<file path="src/rtl/pharmacy_queue_ctrl_pkg.sv">
// Shared encodings for the pharmacy queue front-end: heap mode codes,
// controller states and the ID/timestamp widths the heap compares.
package pharmacy_queue_ctrl_pkg;

  localparam int ID_W = 5;
  localparam int TS_W = 5;

  localparam logic [1:0] MODE_LIST    = 2'd0;
  localparam logic [1:0] MODE_IDLE    = 2'd1;
  localparam logic [1:0] MODE_CHECKIN = 2'd2;
  localparam logic [1:0] MODE_DELETE  = 2'd3;

  typedef enum logic [2:0] {
    IDLE,
    INS,
    PEEK,
    DEL,
    LST0,
    LIST
  } state_t;

endpackage

</file>
<file path="src/rtl/pharmacy_queue_ctrl_if.sv">
// Bus between the queue controller and the PharmacyMem min-heap.
// The controller drives the command side; the heap answers with list data and status.
interface pharmacy_queue_ctrl_if;
  import pharmacy_queue_ctrl_pkg::*;

  logic [ID_W-1:0] student_id;
  logic [1:0]      mode;
  logic [7:0]      check_in_time;
  logic [ID_W-1:0] list_output;
  logic            list_busy;
  logic            ready;

  modport master (
    output student_id, mode, check_in_time,
    input  list_output, list_busy, ready
  );

  modport slave (
    input  student_id, mode, check_in_time,
    output list_output, list_busy, ready
  );

endinterface

</file>
<file path="src/rtl/pharmacy_queue_ctrl_rr_arbiter.sv">
// Round-robin arbiter for the check-in kiosks. The search begins one past the
// last kiosk that was served, and the pointer only moves when the controller
// actually accepts or rejects the granted request.
module pharmacy_queue_ctrl_rr_arbiter #(
  parameter int N = 4
) (
  input  logic         clk,
  input  logic         rst_n,
  input  logic [N-1:0] req,
  input  logic         advance,
  output logic [N-1:0] grant,
  output logic         any
);

  localparam int IW = $clog2(N);

  logic [IW-1:0] last;
  logic [IW-1:0] grant_idx;

  // Pick the first requester after the last served kiosk, wrapping around.
  always_comb begin
    logic [IW:0]   sum;
    logic [IW-1:0] cand;
    grant     = '0;
    grant_idx = '0;
    any       = 1'b0;
    sum       = '0;
    cand      = '0;
    for (int k = 1; k <= N; k++) begin
      sum = {1'b0, last} + (IW+1)'(k);
      if (sum >= (IW+1)'(N)) sum = sum - (IW+1)'(N);
      cand = sum[IW-1:0];
      if (!any && req[cand]) begin
        any         = 1'b1;
        grant_idx   = cand;
        grant[cand] = 1'b1;
      end
    end
  end

  // Remember the served kiosk so the next search starts after it.
  always_ff @(posedge clk or negedge rst_n) begin
    if (!rst_n) last <= '0;
    else if (advance && any) last <= grant_idx;
  end

endmodule

</file>
<file path="src/rtl/pharmacy_queue_ctrl.sv">
// Front-end scheduler for the PharmacyMem min-heap: arbitrates kiosks, the
// dispense counter and the list port, sequences the heap mode protocol,
// stamps check-ins and tracks how many entries the heap holds.
module pharmacy_queue_ctrl
  import pharmacy_queue_ctrl_pkg::*;
#(
  parameter int N_KIOSK = 4,
  parameter int DEPTH   = 10
) (
  input  logic                    clk,
  input  logic                    rst_n,
  input  logic [N_KIOSK-1:0]      kiosk_req,
  input  logic [N_KIOSK*ID_W-1:0] kiosk_id,
  input  logic [N_KIOSK-1:0]      kiosk_urgent,
  output logic [N_KIOSK-1:0]      kiosk_ack,
  output logic [N_KIOSK-1:0]      kiosk_nack,
  input  logic                    disp_req,
  output logic                    disp_ack,
  output logic                    disp_nack,
  output logic [ID_W-1:0]         disp_id,
  input  logic                    list_req,
  output logic                    list_valid,
  output logic [ID_W-1:0]         list_id,
  output logic                    list_done,
  pharmacy_queue_ctrl_if.master   mem,
  output logic [3:0]              occupancy
);

  state_t state, state_next;

  logic [N_KIOSK-1:0] req_eff, grant, cur_grant;
  logic               any_req, advance, start_ins;
  logic               nack_kiosk, nack_disp, done_empty, list_finish, list_done_q;
  logic               disp_eff, list_eff;
  logic [ID_W-1:0]    sel_id, cur_id;
  logic               sel_urgent;
  logic [TS_W-1:0]    ts, cur_time;

  // A requester still sees its own response pulse for one cycle; masking it
  // there keeps a held level request from being served twice.
  assign req_eff  = kiosk_req & ~(kiosk_ack | kiosk_nack);
  assign disp_eff = disp_req & ~(disp_ack | disp_nack);
  assign list_eff = list_req & ~list_done_q;

  pharmacy_queue_ctrl_rr_arbiter #(.N(N_KIOSK)) u_arb (
    .clk     (clk),
    .rst_n   (rst_n),
    .req     (req_eff),
    .advance (advance),
    .grant   (grant),
    .any     (any_req)
  );

  // Route the granted kiosk's ID and urgency flag.
  always_comb begin
    sel_id     = '0;
    sel_urgent = 1'b0;
    for (int i = 0; i < N_KIOSK; i++) begin
      if (grant[i]) begin
        sel_id     = kiosk_id[i*ID_W +: ID_W];
        sel_urgent = kiosk_urgent[i];
      end
    end
  end

  assign mem.student_id    = cur_id;
  assign mem.check_in_time = {{(8-TS_W){1'b0}}, cur_time};
  assign list_valid        = (state == LIST) && mem.list_busy;
  assign list_id           = mem.list_output;
  assign list_done         = list_done_q | list_finish;

  // State register.
  always_ff @(posedge clk or negedge rst_n) begin
    if (!rst_n) state <= IDLE;
    else        state <= state_next;
  end

  // Arbitration, next state and heap mode decode.
  always_comb begin
    state_next  = state;
    mem.mode    = MODE_IDLE;
    advance     = 1'b0;
    start_ins   = 1'b0;
    nack_kiosk  = 1'b0;
    nack_disp   = 1'b0;
    done_empty  = 1'b0;
    list_finish = 1'b0;
    case (state)
      IDLE: begin
        if (disp_eff) begin
          if (occupancy == 4'd0) nack_disp = 1'b1;
          else                   state_next = PEEK;
        end else if (any_req) begin
          advance = 1'b1;
          if (occupancy == 4'(DEPTH)) nack_kiosk = 1'b1;
          else begin
            start_ins  = 1'b1;
            state_next = INS;
          end
        end else if (list_eff) begin
          if (occupancy == 4'd0) done_empty = 1'b1;
          else                   state_next = LST0;
        end
      end
      INS: begin
        mem.mode   = MODE_CHECKIN;
        state_next = IDLE;
      end
      PEEK: begin
        mem.mode   = MODE_LIST;
        state_next = DEL;
      end
      DEL: begin
        mem.mode   = MODE_DELETE;
        state_next = IDLE;
      end
      LST0: begin
        mem.mode   = MODE_LIST;
        state_next = LIST;
      end
      LIST: begin
        if (mem.list_busy) begin
          mem.mode = MODE_LIST;
        end else if (mem.ready) begin
          list_finish = 1'b1;
          state_next  = IDLE;
        end
      end
      default: state_next = IDLE;
    endcase
  end

  // Operand capture, occupancy/timestamp bookkeeping and response pulses.
  always_ff @(posedge clk or negedge rst_n) begin
    if (!rst_n) begin
      occupancy   <= '0;
      ts          <= '0;
      cur_grant   <= '0;
      cur_id      <= '0;
      cur_time    <= '0;
      kiosk_ack   <= '0;
      kiosk_nack  <= '0;
      disp_ack    <= 1'b0;
      disp_nack   <= 1'b0;
      disp_id     <= '0;
      list_done_q <= 1'b0;
    end else begin
      kiosk_ack   <= '0;
      kiosk_nack  <= '0;
      disp_ack    <= 1'b0;
      disp_nack   <= 1'b0;
      list_done_q <= done_empty;
      if (nack_disp)  disp_nack  <= 1'b1;
      if (nack_kiosk) kiosk_nack <= grant;
      if (start_ins) begin
        cur_grant <= grant;
        cur_id    <= sel_id;
        cur_time  <= sel_urgent ? '0 : ts;
      end
      if (state == INS) begin
        occupancy <= occupancy + 4'd1;
        ts        <= (ts == '1) ? ts : ts + 1'b1;
        kiosk_ack <= cur_grant;
      end
      if (state == DEL) begin
        disp_id   <= mem.list_output;
        occupancy <= occupancy - 4'd1;
        disp_ack  <= 1'b1;
        if (occupancy == 4'd1) ts <= '0;
      end
    end
  end

endmodule

</file>
<file path="src/flat_wrapper.sv">
// flat-port wrapper written by rule: the top's interface ports become plain ports
module pharmacy_queue_ctrl_flat import pharmacy_queue_ctrl_pkg::*;
#(
  parameter int N_KIOSK = 4,
  parameter int DEPTH   = 10
)
  (clk, rst_n, kiosk_req, kiosk_id, kiosk_urgent, kiosk_ack, kiosk_nack, disp_req, disp_ack, disp_nack, disp_id, list_req, list_valid, list_id, list_done, occupancy, mem_student_id, mem_mode, mem_check_in_time, mem_list_output, mem_list_busy, mem_ready);
  pharmacy_queue_ctrl_if mem_i ();
  input  logic clk;
  input  logic rst_n;
  input  logic [N_KIOSK-1:0] kiosk_req;
  input  logic [N_KIOSK*ID_W-1:0] kiosk_id;
  input  logic [N_KIOSK-1:0] kiosk_urgent;
  output logic [N_KIOSK-1:0] kiosk_ack;
  output logic [N_KIOSK-1:0] kiosk_nack;
  input  logic disp_req;
  output logic disp_ack;
  output logic disp_nack;
  output logic [ID_W-1:0] disp_id;
  input  logic list_req;
  output logic list_valid;
  output logic [ID_W-1:0] list_id;
  output logic list_done;
  output logic [3:0] occupancy;
  output wire logic [$bits(mem_i.student_id)-1:0] mem_student_id;
  output wire logic [$bits(mem_i.mode)-1:0] mem_mode;
  output wire logic [$bits(mem_i.check_in_time)-1:0] mem_check_in_time;
  input wire logic [$bits(mem_i.list_output)-1:0] mem_list_output;
  input wire logic [$bits(mem_i.list_busy)-1:0] mem_list_busy;
  input wire logic [$bits(mem_i.ready)-1:0] mem_ready;
  assign mem_student_id = mem_i.student_id;
  assign mem_mode = mem_i.mode;
  assign mem_check_in_time = mem_i.check_in_time;
  assign mem_i.list_output = mem_list_output;
  assign mem_i.list_busy = mem_list_busy;
  assign mem_i.ready = mem_ready;
  pharmacy_queue_ctrl #(.N_KIOSK(N_KIOSK), .DEPTH(DEPTH)) u_core (.clk(clk), .rst_n(rst_n), .kiosk_req(kiosk_req), .kiosk_id(kiosk_id), .kiosk_urgent(kiosk_urgent), .kiosk_ack(kiosk_ack), .kiosk_nack(kiosk_nack), .disp_req(disp_req), .disp_ack(disp_ack), .disp_nack(disp_nack), .disp_id(disp_id), .list_req(list_req), .list_valid(list_valid), .list_id(list_id), .list_done(list_done), .mem(mem_i), .occupancy(occupancy));
endmodule
</file>
<file path="config.mk">
export PLATFORM = sky130hd
export DESIGN_NAME = pharmacy_queue_ctrl_flat
export DESIGN_NICKNAME = d
export VERILOG_FILES = /design/src/rtl/pharmacy_queue_ctrl_pkg.sv /design/src/rtl/pharmacy_queue_ctrl_if.sv /design/src/rtl/pharmacy_queue_ctrl_rr_arbiter.sv /design/src/rtl/pharmacy_queue_ctrl.sv /design/src/flat_wrapper.sv
export SDC_FILE = /design/constraint.sdc
export NUM_CORES = 1
export LEC_CHECK = 0
export ABC_AREA = 1
export CORE_UTILIZATION = 48
export DETAILED_ROUTE_END_ITERATION = 10
export PLACE_DENSITY = 0.8
export SLEW_MARGIN = 5
export SYNTH_ARGS = -nofsm -noshare
export SYNTH_HDL_FRONTEND = slang
export SYNTH_SLANG_ARGS = --single-unit
</file>
<file path="constraint.sdc">
create_clock -name clk -period 2.7 [get_ports clk]
set_input_delay 0.27 -clock clk [delete_from_list [all_inputs] [get_ports clk]]
set_output_delay 0.27 -clock clk [all_outputs]
set_load 0.005 [all_outputs]
</file>
==> results.md, run 1 <==
- Ant diodes: 0
- EDFF count, synth: 0
- Routed WL: around 6.5 mm
- Clock transition at the registers of the reported paths: ~0.08 ns
- Sink Count: 44
- Dpl ws: 0.137 ns
- Power Internal: about 2200 µW
- Num CTS Buffers: 5
- RSZ-0062 raised after global routing: no
- Synth top cells by count: nand2_1 (85), inv_1 (46), dfrtp_1 (44)
- CP Buf/Inv Count: 2
- Actual slew at the worst max-slew pin: 0.965 ns
- WP data arrival: between 2 and 3 ns
- Count of final hold-check violations: 0
- WP depth: 12
- Clk_skew: 0.00704 ns
- Busiest grt layer: met2
- Worst EP required: 2.89 ns
- Clk pwr share: 11.4%
- CP cell instances: inv_2, ha_1, inv_1, nand3_1, nand2_4, nand2_4, nor2_4, nand2_2, o21ai_4, nand2_1, nand3_1, nand2_1
- Combinational Power Share: a little over 60%
- CP max stage cell: dfrtp_2
- Worst Path Max Fanout: 10
- DR WL/cell: about 13 µm
- Critical path class: reg2reg
- Gr ovfl total: 0
- Critical path launch point type: register
- Reg2reg setup slack: about 0.22 ns
- Sw Ratio: 47.1%
- Top delay family on crit path: simple AND/OR/NAND/NOR gates
- CTS tree: done
- Grt met3 use: between 4 and 5%
- R2R depth: 12
- Non-Filler Instances: 505
- Rows: 26
- Post-synthesis cell area: 0.00271 mm²
- Clk Latency, worst-skew pair: just under 0.3 ns
- Post-DP HPWL: around 4.8 mm
- Vias per Instance: roughly 5.1
- Leak: around 0.0018 µW
- Final cycle utilization of the critical path: between 90% and 100%
- Yosys cell types: 32
- Layout Nets: approximately 490
- Vias: 2568
- Core Box Area: between 0.005 and 0.006 mm²
- Final min period: between 2 and 2.5 ns
- Ratio of cells with drive above 1 in the final layout: 9.89%
- Die W: between 70 and 80 µm
- Setup ws final: 0.225 ns
- CP peak stage delay: between 0.4 and 0.5 ns
- Largest net degree at the start of global routing: 45
- Vias in the first global route: about 2500
- Yosys top cell area share: 40.6%
- Worst slew margin: a little over a third
- Peak supply drop: 663 µV
- Dpl cells: between 400 and 500
- Initial core utilization: 51.4%
- 1st-iter DRT viols: around 150
- Count leader, synth: nand2_1
- Status: completed
- DRC: 0
- Io pins: 80
- Max-slew violations: 0
- # fillers: 470
- Clock buffer depth: 2
- Synth Flop Type: dfrtp_1
- Hold Path Class: in2async
- Setup violations, final: 0
- GRT Total Usage: 22.8%
- Initial antenna violation count: 0
- Setup TNS: 0 ns
- PD cells: around 1200 mW/mm²
- IO buf count: 76
- Met2 usage: 39.3%
- FFs w/ async S/R, synth: 100%
- Max Clock Freq: roughly 400 MHz
- ANT nets after route: 0
- Die area: between 0.005 and 0.006 mm²
- H-tree level count: 2
- Wire length of the first global-routing pass: 10.9 mm
- Syn Inst Count: about 350
- Worst R2R End: u_core.cur_time[2]
- Footprint of the multi-input gates: approximately 0.0013 mm²
- Reg-to-reg critical path startpoint: u_core.u_arb.last[0]
- Final GP Congestion: 0.886
- Register area share after synthesis: between 40% and 50%
- Ranking of synthesized cells by area: dfrtp_1 (41%), nand2_1 (12%), nand3_1 (7.0%), inv_1 (6.4%), ha_1 (6.0%)
- Syn avg cell area: between 7 and 8 µm²
- Global-route met1 utilization: slightly below 30%
- #FFs+latches synth: 44
- P&R area growth vs syn: 34.0%
- Worst Setup End Kind: register
- Drt pass-1 iters: 4
- Number of warnings issued by yosys: 0
- Switching power: 1980 µW
- Sequential share of power: a little over a quarter
- Cell Area, Placed: around 0.0035 mm²
- Yosys top cell by area: dfrtp_1
- CTS root buf: clkbuf_8
- Total of max-cap violations: 0
- Die Height: 77.1 µm
- Post-route cell area: between 0.003 and 0.004 mm²
- FF+latch area: 0.00110 mm²
[state kept, by name, summed over array words and instances, names as in the netlist]
signal,cells
u_core.cur_grant,4
u_core.cur_time,5
u_core.disp_ack,1
u_core.disp_id,5
u_core.disp_nack,1
u_core.kiosk_ack,4
u_core.kiosk_nack,4
u_core.list_done_q,1
u_core.mem.student_id,5
u_core.occupancy,4
u_core.state,3
u_core.ts,5
u_core.u_arb.last,2
[cell type report]
| class | instances | share of cell area, % |
|---|---|---|
| clock inverter | 1 | 0.827 |
| multi-input combinational | 249 | 36.7 |
| sequential | 44 | 30.4 |
| timing repair buffer | 83 | 22.3 |
| tap | 70 | 2.41 |
| inverter | 53 | 5.55 |
| clock buffer | 5 | 1.90 |
[routing by layer]
| layer | vias to the layer above | share of wire (%) |
|---|---|---|
| li1 | 1286 | - |
| met1 | 1191 | 45 |
| met2 | 80 | 48 |
| met3 | 11 | 5.0 |
| met4 | 0 | 1.4 |
| met5 | - | 0 |
[logic make-up after synthesis]
| logic type | after synthesis | share of synthesized area, % |
|---|---|---|
| other cells | 1 | 0.138 |
| flops | 44 | 40.6 |
| buf+inv | 63 | 10.5 |
| xor+xnor | 6 | 1.94 |
| fa+ha+maj | 13 | 6.00 |
| compound gates | 39 | 9.19 |
| simple gates | 188 | 31.6 |
[metrics by stage]
step / hold slack, ns / util, % / total power (µW)
after CTS: 0.164 / 68.3 / 4150
after global routing: 0.196 / 68.9 / 4600
final: 0.130 / 68.9 / 4210
after global placement: 0.455 / 66.4 / 3580
after detailed placement: 0.457 / 66.4 / 3640
after floorplan: -0.0256 / - / 2830
[worst max path at each step]
stage                    startpoint                       end  slack, ns
6_report       u_core.u_arb.last[0]        u_core.cur_time[2]       0.22
5_1_grt        u_core.u_arb.last[0]        u_core.cur_time[3]       0.07
4_1_cts        u_core.u_arb.last[0]  u_core.mem.student_id[4]       0.11
3_5_place_dp   u_core.u_arb.last[0]  u_core.mem.student_id[4]       0.14
3_3_place_gp   u_core.u_arb.last[0]  u_core.mem.student_id[3]       0.29
2_1_floorplan  u_core.u_arb.last[0]        u_core.cur_time[0]       0.57
[power by group through the flow]
stage	registers, µW	clock network (µW)	logic (µW)
2_1_floorplan	1100	0	1730
3_3_place_gp	1120	0	2460
3_5_place_dp	1120	0	2520
4_1_cts	1120	490	2540
5_1_grt	1160	516	2930
6_report	1120	480	2610
[cell usage in the layout, fill, tap and decap left out]
master / count
nor3_1: 1
nand2_1: 85
xnor2_1: 1
nand4_1: 2
nand3_1: 38
nand2_2: 7
o211ai_1: 9
xor2_1: 5
o22ai_1: 1
dfrtp_2: 1
ha_1: 13
nor3_2: 2
a21oi_1: 11
bufinv_16: 1
clkdlybuf4s50_1: 75
buf_4: 7
clkbuf_8: 5
inv_4: 1
o21ai_4: 1
nor4_1: 2
nand2_4: 2
dfrtp_1: 43
nor2_1: 41
nand3_2: 3
a211oi_1: 2
inv_2: 6
nor2_2: 2
buf_2: 1
o21ai_0: 11
a41oi_1: 1
inv_1: 46
conb_1: 3
nor2_4: 3
a22oi_1: 1
o41ai_1: 1
a21oi_2: 1
[timing repair]
action                                  in CTS  in global routing
endpoints found under the setup margin       0                 10
buffers inserted                             0                  4
hold endpoints to repair                     0                  0
hold buffers                                 0                  0
gates resized for setup                      0                  1
Power figures use the tool's default switching activity.
==> run 2: changes to the inputs <==
--- a/config.mk
+++ b/config.mk
@@ -6,9 +6,9 @@
 export NUM_CORES = 1
 export LEC_CHECK = 0
 export ABC_AREA = 1
-export CORE_UTILIZATION = 48
+export CORE_UTILIZATION = 40
 export DETAILED_ROUTE_END_ITERATION = 10
-export PLACE_DENSITY = 0.8
+export PLACE_DENSITY = 0.68
 export SLEW_MARGIN = 5
 export SYNTH_ARGS = -nofsm -noshare
 export SYNTH_HDL_FRONTEND = slang
==> results.md, run 2 (same netlist as run 1, synthesis figures left out) <==
- Ratio of cells with drive above 1 in the final layout: 9.70% (was 9.89%)
- ANT nets after route: 0 (unchanged)
- Worst slew margin: 32.6% (was 35.7%)
- Sequential share of power: 26.4% (was 26.6%)
- Most common cell after layout, fill and taps aside: nand2_1 (unchanged)
- Initial antenna violation count: 0 (unchanged)
- Worst Setup End Kind: primary output (was register)
- WP data arrival: 2.17 ns (was 2.66 ns)
- Clk_skew: 0.00986 ns (was 0.00704 ns)
- CP cell instances: nor2_1, inv_1, nor2_1, inv_1, nand2_1, clkdlybuf4s50_1 (was inv_2, ha_1, inv_1, nand3_1, nand2_4, nand2_4, nor2_4, nand2_2, o21ai_4, nand2_1, nand3_1, nand2_1)
- RSZ-0062 raised after global routing: no (unchanged)
- IO buf count: 76 (unchanged)
- Setup violations, final: 0 (unchanged)
- H-tree level count: 2 (unchanged)
- Initial core utilization: 41.9% (was 51.4%)
- Combinational Power Share: 60.7% (was 61.9%)
- Vias: 2487 (was 2568)
- Clk pwr share: 13.0% (was 11.4%)
- Total of max-cap violations: 0 (unchanged)
- # fillers: 618 (was 470)
- Grt met3 use: 3.05% (was 4.29%)
- Io pins: 80 (unchanged)
- Setup TNS: 0 ns (unchanged)
- Hold Path Class: in2async (unchanged)
- Power Internal: 2220 µW (was 2230 µW)
- Critical path launch point type: register (unchanged)
- Clk Latency, worst-skew pair: 0.30 ns (was 0.29 ns)
- Switching power: 1980 µW (about the same)
- Peak supply drop: 596 µV (was 663 µV)
- Busiest grt layer: met2 (unchanged)
- PD cells: 1160 mW/mm² (about the same)
- DRC: 5 (was 0)
- Num CTS Buffers: 5 (unchanged)
- Worst Path Max Fanout: 8 (was 10)
- Routed WL: 6.53 mm (was 6.54 mm)
- Met2 usage: 31.5% (was 39.3%)
- P&R area growth vs syn: 34.1% (was 34.0%)
- Wire length of the first global-routing pass: 10.8 mm (was 10.9 mm)
- Ant diodes: 0 (unchanged)
- CP peak stage delay: 0.52 ns (was 0.47 ns)
- Failing checks: DRC
- Drt pass-1 iters: 7 (was 4)
- Max-slew violations: 0 (unchanged)
- Global-route met1 utilization: 25.7% (was 29.0%)
- Actual slew at the worst max-slew pin: 1.01 ns (was 0.965 ns)
- GRT Total Usage: 18.9% (was 22.8%)
- Layout Nets: 484 (was 488)
- Reg-to-reg critical path startpoint: u_core.u_arb.last[1] (was u_core.u_arb.last[0])
- Top delay family on crit path: buffers and inverters (was simple AND/OR/NAND/NOR gates)
- Worst EP required: 2.43 ns (was 2.89 ns)
- Max Clock Freq: 410 MHz (was 404 MHz)
- Most frequent cells in the layout: nand2_1 (85), clkdlybuf4s50_1 (75), inv_1 (46) (unchanged)
- Leak: 0.00178 µW (was 0.00179 µW)
- Final min period: 2.44 ns (was 2.48 ns)
- Sink Count: 44 (unchanged)
- 1st-iter DRT viols: 77 (was 146)
- Vias per Instance: 4.88 (was 5.09)
- Core Box Area: 0.00646 mm² (was 0.00527 mm²)
- CTS tree: done (unchanged)
- CP Launch Point: u_core.state[1] (was u_core.u_arb.last[0])
- Count of final hold-check violations: 0 (unchanged)
- Final GP Congestion: 0.889 (was 0.886)
- Clock transition at the registers of the reported paths: 0.09 ns (was 0.08 ns)
- Clock buffer depth: 2 (unchanged)
- Largest net degree at the start of global routing: 45 (unchanged)
- CP Buf/Inv Count: 3 (was 2)
- Post-DP HPWL: 5.03 mm (was 4.83 mm)
- CP max stage cell: clkdlybuf4s50_1 (was dfrtp_2)
- Sw Ratio: 47.1% (about the same)
- CTS root buf: clkbuf_8 (unchanged)
- Status: complete, but fails checks (was completed)
- Die area: 0.00710 mm² (was 0.00595 mm²)
- Final cycle utilization of the critical path: 90.4% (was 91.7%)
- Final Util: 56.2% (was 68.9%)
- DR WL/cell: 12.8 µm (was 12.9 µm)
- Die Height: 84.3 µm (was 77.1 µm)
- Die W: 84.3 µm (was 77.1 µm)
- Gr ovfl total: 0 (unchanged)
- Critical path class: reg2out (was reg2reg)
- Rows: 29 (was 26)
- Vias in the first global route: 2352 (was 2482)
[run 2: cell count changes in the layout (fill, tap and decap cells not counted), sizes merged]
cell    before  now
buf          8    4
clkbuf       5    6
clkinv       0    1
[run 2: worst paths after layout]
check | to | slack (ns) | depth (start not counted)
worst max-delay path | mem_mode[1] | 0.26 | 6
worst min-delay path | u_core.mem.student_id[3] | 0.13 | 1
worst max register to register | u_core.cur_time[1] | 0.30 | 12
worst min register to register | u_core.disp_id[2] | 0.47 | 2
max in group asynchronous | u_core.u_arb.last[1] | 1.89 | 1
min in group clk | u_core.disp_id[2] | 0.47 | 2
[run 2: worst reg2reg max path: cells and delay by family, from the launching register on]
family / cells / cell delay [ns]
flip-flops: 1 / 0.47
AO/OA/AOI/OAI: 1 / 0.30
AND/OR/NAND/NOR: 8 / 0.96
buffers and inverters: 2 / 0.28
adder cells (fa/ha/maj): 1 / 0.30
[run 2: what timing repair did]
item / CTS / global route
gates resized for setup: 0 / 2
hold buffers: 0 / 0
setup buffers: 0 / 2
endpoints found under the setup margin: 0 / 10
[run 2: power by group through the flow]
stage               Combinational (µW)  Sequential, µW  Clock [µW]
finish                            2550            1110         545
global placement                  2470            1120           0
global route                      2890            1150         587
CTS                               2530            1110         560
floorplan                         1730            1100           0
detailed placement                2520            1120           0
[run 2: through the flow]
| step | total power [µW] | hold slack [ns] | area (µm²) | std cells | setup slack [ns] |
|---|---|---|---|---|---|
| 2_1_floorplan | 2830 | -0.0256 | 2720 | 356 | 0.566 |
| 4_1_cts | 4200 | 0.164 | 3610 | 508 | 0.144 |
| 3_3_place_gp | 3590 | 0.454 | 3490 | 500 | 0.277 |
| 5_1_grt | 4630 | 0.215 | 3630 | 510 | 0.0299 |
| 6_report | 4200 | 0.135 | 3630 | 510 | 0.260 |
| 3_5_place_dp | 3630 | 0.458 | 3490 | 500 | 0.174 |
[run 2: area by class of cell]
type / instances / area [µm²] / share of cell area [%]
Tap cell: 77 / 96.3 / 2.65
Clock buffer: 6 / 82.6 / 2.27
Timing Repair Buffer: 79 / 778 / 21.4
Sequential cell: 44 / 1100 / 30.4
Multi-Input combinational cell: 249 / 1330 / 36.7
Inverter: 53 / 201 / 5.55
Clock inverter: 2 / 38.8 / 1.07
[run 2: metal layers]
layer,vias to the layer above,share of wire (%)
met4,0,0.90
li1,1274,-
met1,1118,46
met5,-,0
met3,5,5.4
met2,90,48
==> variant (flow settings as in run 2) <==
`N_KIOSK` is set to 4 in 2 places; all go to 8.
--- a/src/rtl/pharmacy_queue_ctrl.sv
+++ b/src/rtl/pharmacy_queue_ctrl.sv
@@ -4,7 +4,7 @@
 module pharmacy_queue_ctrl
   import pharmacy_queue_ctrl_pkg::*;
 #(
-  parameter int N_KIOSK = 4,
+  parameter int N_KIOSK = 8,
   parameter int DEPTH   = 10
 ) (
   input  logic                    clk,
--- a/src/flat_wrapper.sv
+++ b/src/flat_wrapper.sv
@@ -1,7 +1,7 @@
 // flat-port wrapper written by rule: the top's interface ports become plain ports
 module pharmacy_queue_ctrl_flat import pharmacy_queue_ctrl_pkg::*;
 #(
-  parameter int N_KIOSK = 4,
+  parameter int N_KIOSK = 8,
   parameter int DEPTH   = 10
 )
   (clk, rst_n, kiosk_req, kiosk_id, kiosk_urgent, kiosk_ack, kiosk_nack, disp_req, disp_ack, disp_nack, disp_id, list_req, list_valid, list_id, list_done, occupancy, mem_student_id, mem_mode, mem_check_in_time, mem_list_output, mem_list_busy, mem_ready);
Interface: changed (5 resized); port bits go from 80 to 116. The function was not compared with the original's and may differ.
==> variant against run 2 <==
The flow finishes with violations (hold timing, setup timing); total power increased to 2.8 times the old value; register-to-register slack worse by 0.56 ns; global-route usage grew 8.7 points; sequential cell count up 13; routed wire length rose by 150%; maximum frequency down 18%; setup slack got worse by 0.52 ns; area after synthesis increased by 63%; final area increased by 110%.
==> variant: results (changes against run 2) <==
[status]
status=complete, but fails checks
violations=hold timing, setup timing

[critical_path]
ff2ff_path_depth=22  ; +10
cp.arrival_ns=3.25  ; +1.08 ns
crit_path_max_fanout=8  ; unchanged

[sta]
fin_setup_tns_ns=-2.66  ; -2.66 ns
tightest_slew_ns=0.714  ; -0.297 ns
fin_worst_skew_ns=0.0117  ; +0.00184 ns
timing.hold.ws_ns=-0.0165  ; -0.151 ns
setup_viol=18  ; +18
worst_slack_ns=-0.264  ; -0.524 ns
hold_viol=27  ; +27

[clock_network]
htreeDepth=3  ; +1
root_buffer=clkbuf_8
clk_latency_ns=0.34  ; +0.04 ns
clockBufferDepth=2  ; unchanged
clk_pin_slew_ns=0.08
numCtsBuffers=9  ; +4

[drt]
routed_wl_um=16200  ; +150%
drt_iter0_drc=309  ; +300%
drtPass1Iterations=5  ; -2
vias=5303  ; +110%

[place]
routabilityCongestion=0.913  ; +2.7%
port-buffer-count=112  ; +47%
placed_area_um2=6390  ; +83%
dp_hpwl_um=12000  ; +140%

[global_route]
track_usage_pct=27.6  ; +8.7 points
grt_pass1_wl_um=24700  ; +130%
grt_max_degree=34  ; -24%
grt_antenna_before_repair=0  ; unchanged
grt_pass1_vias=5015  ; +110%

[final_layout]
fin_nets=962  ; +99%
fillers=821  ; +33%
n_antenna_cell=0  ; unchanged
design_area_um2=7470  ; +110%
top_regs=u_core.cur_grant: 8 flops, u_core.kiosk_ack: 8 flops, u_core.kiosk_nack: 8 flops
drive_above_1_share_pct=32.8  ; +23 points

[yosys]
synth_commonest_cells=169 x nand2_1, 79 x inv_1, 62 x nor2_1
ys_types=45  ; +41%
yosys_warnings=0  ; unchanged
ys_async_sr_fraction_pct=100  ; unchanged
synthTopCellsByArea=dfrtp_1 32%, nand2_1 14%, inv_1 6.7%, nand3_1 6.1%, nor2_1 5.3%
ys_seq_area_share_pct=32.4  ; -8.3 points

[power_and_ir_drop]
max-vdd-ir-drop_mv=0.910  ; +53%
p_leak_uw=0.00367  ; +110%

[min_path]
min_path_type=input port to asynchronous set/reset pin

variant: logic make-up (layout without fill, tap and decap cells):
| logic type | Yosys count | after routing | share of synthesized area, % |
|---|---|---|---|
| xor gates and xnor gates | 4 | 4 | 0.795 |
| other | 1 | 3 | 0.0851 |
| DFF | 57 | 57 | 32.4 |
| and+or+nand+nor | 364 | 364 | 40.1 |
| buffers and inverters | 115 | 360 | 11.2 |
| adders and majority gates | 12 | 12 | 3.41 |
| AOI/OAI and AO/OA | 88 | 88 | 12.0 |
variant: cell type report:
class,count,area share [%]
clock buffer,12,2.08
inverter,93,4.96
multi-input combinational,471,39.9
sequential,57,19.1
timing repair buffer,250,31.0
tap,136,2.28
timing repair inverter,1,0.0670
clock inverter,4,0.687
variant: path summary, 6_finish.rpt:
kind / from / to / slack [ns]
setup / recovery: u_core.u_arb.last[0]$_DFFE_PN0P_ / u_core.mem.student_id[2]$_DFFE_PN0P_ / -0.26
hold / removal: rst_n / u_core.disp_id[2]$_DFFE_PN0P_ / -0.02
setup reg to reg: u_core.u_arb.last[0]$_DFFE_PN0P_ / u_core.mem.student_id[2]$_DFFE_PN0P_ / -0.26
hold reg to reg: u_core.disp_id[1]$_DFFE_PN0P_ / u_core.disp_id[1]$_DFFE_PN0P_ / 0.47
max in group asynchronous: rst_n / u_core.cur_grant[4]$_DFFE_PN0P_ / 2.04
min in group clk: u_core.disp_id[1]$_DFFE_PN0P_ / u_core.disp_id[1]$_DFFE_PN0P_ / 0.47
variant: power breakdown:
part	switching, µW	internal (µW)
registers	210	1130
clock network	372	477
logic	5180	4440
total	5760	6050
variant: what timing repair did:
action,in CTS,in global routing
setup buffers,16,23
pin swaps,13,40
cloned,0,1
resized for setup,35,102
endpoints found under the setup margin,22,30
variant: routing by layer:
metal / up-vias / GRT usage [%] / part of all wire, %
li1: 2562 / - / -
met1: 2498 / 36.1 / 42
met2: 211 / 45.9 / 49
met3: 32 / 5.41 / 6.5
met4: 0 / 8.61 / 2.8
met5: - / 0 / 0
variant: stage by stage:
step / std cells / setup slack (ns) / power, µW
after floorplan: 643 / -0.152 / 5580
after global routing: 1024 / -0.388 / 12600
final: 1024 / -0.264 / 11800
after detailed placement: 971 / -0.319 / 8750
after global placement: 971 / -0.317 / 8680
after CTS: 1003 / -0.102 / 10400
variant: critical path, cell delays in order (launching register included):
cell	delay, ns
dfrtp_1	0.40
inv_2	0.08
ha_4	0.30
clkinvlp_4	0.19
nand3_2	0.14
buf_6	0.10
nand2_1	0.06
o21ai_2	0.18
buf_4	0.16
inv_2	0.06
nor3_4	0.16
buf_12	0.15
nand2_2	0.06
nand3_4	0.12
clkinv_2	0.11
buf_4	0.15
nand3_2	0.07
o211ai_2	0.10
nand2_1	0.08
nand2_1	0.04
nand2_1	0.07
nand2_1	0.06
nand2_1	0.05
